$ cat config.mk
export PLATFORM = sky130hd
export DESIGN_NAME = muldiv_sequencer
export DESIGN_NICKNAME = d
export VERILOG_FILES = /design/src/rtl/muldiv_sequencer.sv
export SDC_FILE = /design/constraint.sdc
export NUM_CORES = 1
export LEC_CHECK = 0
export ABC_AREA = 1
export CORE_MARGIN = 1
export CORE_UTILIZATION = 47
export DETAILED_ROUTE_END_ITERATION = 8
export GPL_ROUTABILITY_DRIVEN = 0
export PLACE_DENSITY = 0.9
export REMOVE_ABC_BUFFERS = 1
export SYNTH_ARGS = -nofsm -noshare
export SYNTH_HDL_FRONTEND = slang
export SYNTH_SLANG_ARGS = --single-unit
$ cat constraint.sdc
create_clock -name clk -period 5.14 [get_ports clk]
set_input_delay 1.285 -clock clk [delete_from_list [all_inputs] [get_ports clk]]
set_output_delay 1.285 -clock clk [all_outputs]
set_load 0.01 [all_outputs]
$ cat src/rtl/muldiv_sequencer.sv
// muldiv_sequencer: multi-cycle MULTU/DIVU controller driving a shared external ALU, owns HI/LO
module muldiv_sequencer #(
  parameter int WIDTH = 32,
  parameter logic [2:0] OP_ADD = 3'b010,
  parameter logic [2:0] OP_SUB = 3'b110,
  parameter int CNT_W = 5
) (
  input  logic             clk,
  input  logic             rst,
  input  logic             start,
  input  logic             is_div,
  input  logic [WIDTH-1:0] op_a,
  input  logic [WIDTH-1:0] op_b,
  output logic             busy,
  output logic             done,
  output logic             div_by_zero,
  output logic [WIDTH-1:0] hi,
  output logic [WIDTH-1:0] lo,
  output logic [WIDTH-1:0] alu_a,
  output logic [WIDTH-1:0] alu_b,
  output logic [2:0]       alu_op,
  output logic             alu_c_in,
  input  logic [WIDTH-1:0] alu_r,
  input  logic             alu_c_out
);
  typedef enum logic [1:0] {IDLE, MUL, DIV, FIN} state_t;
  state_t state, state_n;
  logic [CNT_W-1:0] cnt, cnt_n;
  logic [WIDTH-1:0] opb, opb_n, hi_n, lo_n, s;
  logic dbz_n, dbz_start, take;
  assign s = {hi[WIDTH-2:0], lo[WIDTH-1]};
  assign take = hi[WIDTH-1] | alu_c_out;
  assign dbz_start = is_div && op_b == '0;
  assign busy = state != IDLE;
  assign done = state == FIN;
  // ALU drive depends only on registered state, so start never reaches alu_*
  always_comb begin
    alu_a = '0;
    alu_b = '0;
    alu_op = OP_ADD;
    alu_c_in = 1'b0;
    if (state == MUL) begin
      alu_a = hi;
      alu_b = opb;
    end else if (state == DIV) begin
      alu_a = s;
      alu_b = opb;
      alu_op = OP_SUB;
      alu_c_in = 1'b1;
    end
  end
  // next-state: launch, shift-add multiply step, restoring divide step
  always_comb begin
    state_n = state;
    cnt_n = cnt;
    opb_n = opb;
    hi_n = hi;
    lo_n = lo;
    dbz_n = div_by_zero;
    case (state)
      IDLE: if (start) begin
        opb_n = op_b;
        cnt_n = '0;
        dbz_n = dbz_start;
        hi_n = dbz_start ? op_a : '0;
        lo_n = dbz_start ? '1 : op_a;
        state_n = dbz_start ? FIN : is_div ? DIV : MUL;
      end
      MUL: begin
        {hi_n, lo_n} = lo[0] ? {alu_c_out, alu_r, lo[WIDTH-1:1]} : {1'b0, hi, lo[WIDTH-1:1]};
        cnt_n = cnt + 1'b1;
        state_n = &cnt ? FIN : MUL;
      end
      DIV: begin
        hi_n = take ? alu_r : s;
        lo_n = {lo[WIDTH-2:0], take};
        cnt_n = cnt + 1'b1;
        state_n = &cnt ? FIN : DIV;
      end
      default: state_n = IDLE;
    endcase
  end
  // state and datapath registers
  always_ff @(posedge clk or posedge rst) begin
    if (rst) begin
      state <= IDLE;
      cnt <= '0;
      opb <= '0;
      hi <= '0;
      lo <= '0;
      div_by_zero <= 1'b0;
    end else begin
      state <= state_n;
      cnt <= cnt_n;
      opb <= opb_n;
      hi <= hi_n;
      lo <= lo_n;
      div_by_zero <= dbz_n;
    end
  end
endmodule

==> impl_metrics.env <==
export IMPL_rsz0062_at_grt="false"
export IMPL_whs_ns=0.4794
export IMPL_die_w_um=122.9
export IMPL_rows=43
export IMPL_drv_slew=0
export IMPL_fin_crit_sh_pct=85.62
export IMPL_antenna_found_initial=0
export IMPL_grt_pass1_vias=7130
export IMPL_viasPerCell=5.610
export IMPL_tightest_slew_ns=1.331
export IMPL_clkTransAtPathRegs_ns=0.07
export IMPL_setup_violations=0
export IMPL_io_pins=236
export IMPL_post_cts_buffers=0
export IMPL_gr_total_overflow=0
export IMPL_yosysWarnings=0
export IMPL_p_per_area_nw_per_um2=652.8
export IMPL_fmax_ghz=0.2272
export IMPL_grt_pass1_wl_mm=34.78
export IMPL_wl_per_cell_um=16.40
export IMPL_path_max_fanout=31
export IMPL_fin_crit_ns=4.401
export IMPL_dieArea_um2=15090
export IMPL_clock_sinks=104
export IMPL_synth_seq_cells=104
export IMPL_yosysSeqAreaShare_pct=37.91
export IMPL_dr_pass1_iters=5
export IMPL_crit_type="reg2out"
export IMPL_required_ns=3.86
export IMPL_start_util_pct=48.88
export IMPL_finalWirelength_mm=22.42
export IMPL_nNetsFinal=1290
export IMPL_max_slew_margin_pct=11.04
export IMPL_cts_hold_buf=0
export IMPL_irDropWorstVdd_uv=339.4
export IMPL_core_area_um2=14040
export IMPL_syn_area_um2=6864
export IMPL_portBuffers=233
export IMPL_n_fill_cell=1175
export IMPL_drv_cap=0
export IMPL_arrival_ns=3.12
export IMPL_final_area_um2=9298
export IMPL_finalHoldViolCount=0
export IMPL_cts_root_buf="clkbuf_16"
export IMPL_syn_inst=1012
export IMPL_drt_iter0_drc=837
export IMPL_clock_skew_ns=0.007448
export IMPL_grt_total_usage_pct=29.66
export IMPL_syn2layout_area_growth_pct=35.45
export IMPL_clk_latency_ns=0.35
export IMPL_ant_nets=0
export IMPL_synth_cell_type_count=27
export IMPL_post_dp_hpwl_mm=14.98
export IMPL_reg2reg_setup_slack_ns=2.22
export IMPL_setup_tns_ns=0
export IMPL_syn_avg_cell_area_um2=6.783
export IMPL_leakage_uw=0.004335
export IMPL_min_path_type="reg2reg"
export IMPL_h_tree_depth=3
export IMPL_cts_tree="built"
export IMPL_cp_start_kind="flop"
export IMPL_ctsResizeCount=0
export IMPL_critPathCaptureType="primary output"
export IMPL_dieHeight_um=122.9
export IMPL_grt_max_degree=67
export IMPL_drive_above_1_share_pct=3.286
export IMPL_clock_path_buffers=2
export IMPL_via_count=7669
export IMPL_place_area_um2=9010
export IMPL_n_antenna_cell=0
export IMPL_drc=0
export IMPL_run_status="finished, final reports clean"
export IMPL_cts_made_buffers=9
power breakdown:
group / switching, uW / internal (uW)
sequential: 269 / 1190
combinational: 2300 / 1620
clock: 309 / 375
layout make-up:
type | instances | area (um2) | area share [%]
Clock inverter | 5 | 58.81 | 0.6325
Timing Repair Buffer | 240 | 2385 | 25.65
Multi-Input combinational cell | 722 | 3387 | 36.43
Clock buffer | 10 | 229.0 | 2.463
Sequential cell | 104 | 2603 | 27.99
Tap cell | 180 | 225.2 | 2.422
Inverter | 106 | 410.4 | 4.414
layer usage:
layer | up-vias | track usage, % | share of wire (%)
met5 | - | 0 | 0
met4 | 0 | 12.73 | 3.1
met3 | 55 | 7.203 | 8.4
met2 | 371 | 49.26 | 48
met1 | 3579 | 36.59 | 40
li1 | 3664 | - | -
sequential cells by signal (all words and copies together), names as in the netlist:
signal / cells
div_by_zero: 1
state: 2
hi: 32
cnt: 5
opb: 32
lo: 32
cell families (layout without fill, tap and decap cells):
family,count (synthesis),count (layout),synth area share (%)
flip-flops,104,104,37.91
adder cells (fa/ha/maj),6,6,1.094
buffers and inverters,186,361,12.81
AO/OA/AOI/OAI,296,296,22.22
other,2,2,0.1094
AND/OR/NAND/NOR,418,418,25.85
critical path, stage by stage (launching register included):
cell and delay [ns]:
dfrtp_1 0.40, inv_1 0.09, ha_1 0.20, inv_1 0.06, buf_4 0.31, nand2_1 0.65
o21ai_0 0.45, clkdlybuf4s50_1 0.60
cell usage in the layout (no fill, tap or decap), types with 3 or more instances in the layout:
cell type and count:
nor2_4 3, o22ai_1 30, dfrtp_1 104, inv_2 3, nor2_1 113, o21ai_1 17
nor2_2 3, nand3_1 37, ha_1 6, a21oi_1 127, nand2_2 3, nand4_1 32
buf_4 7, inv_1 100, clkbuf_16 9, nand2_1 224, clkdlybuf4s50_1 233, o21ai_0 120
worst paths after layout:
check | endpoint | startpoint | depth (start not counted)
max in group asynchronous | lo[7] | rst | 3
hold / removal | cnt[3] | cnt[3] | 1
min in group asynchronous | lo[22] | rst | 2
hold reg to reg | cnt[3] | cnt[3] | 1
setup / recovery | alu_a[3] | state[1] | 7
setup reg to reg | hi[16] | state[1] | 9
synth_stat cells, drive strengths merged:
library cell / instances / area (um2)
a21oi: 127 / 635.6
a221oi: 1 / 8.760
buf: 57 / 381.6
clkbuf: 23 / 90.09
conb: 2 / 7.510
dfrtp: 104 / 2603
ha: 6 / 75.07
inv: 106 / 407.9
nand2: 227 / 857.1
nand3: 38 / 202.7
nand4: 32 / 200.2
nor2: 121 / 514.2
o21a: 1 / 7.510
o21ai: 137 / 685.7
o22ai: 30 / 187.7
stage by stage:
step	setup slack (ns)	utilization (%)	cells	power, uW
2_1_floorplan	1.123	-	932	3624
3_3_place_gp	1.222	64.16	1352	5240
3_5_place_dp	1.109	64.16	1352	5338
4_1_cts	0.7205	66.21	1367	6049
5_1_grt	0.5241	66.21	1367	6553
6_report	0.7392	66.21	1367	6070
Note: power is estimated with default switching activity, not from simulation.
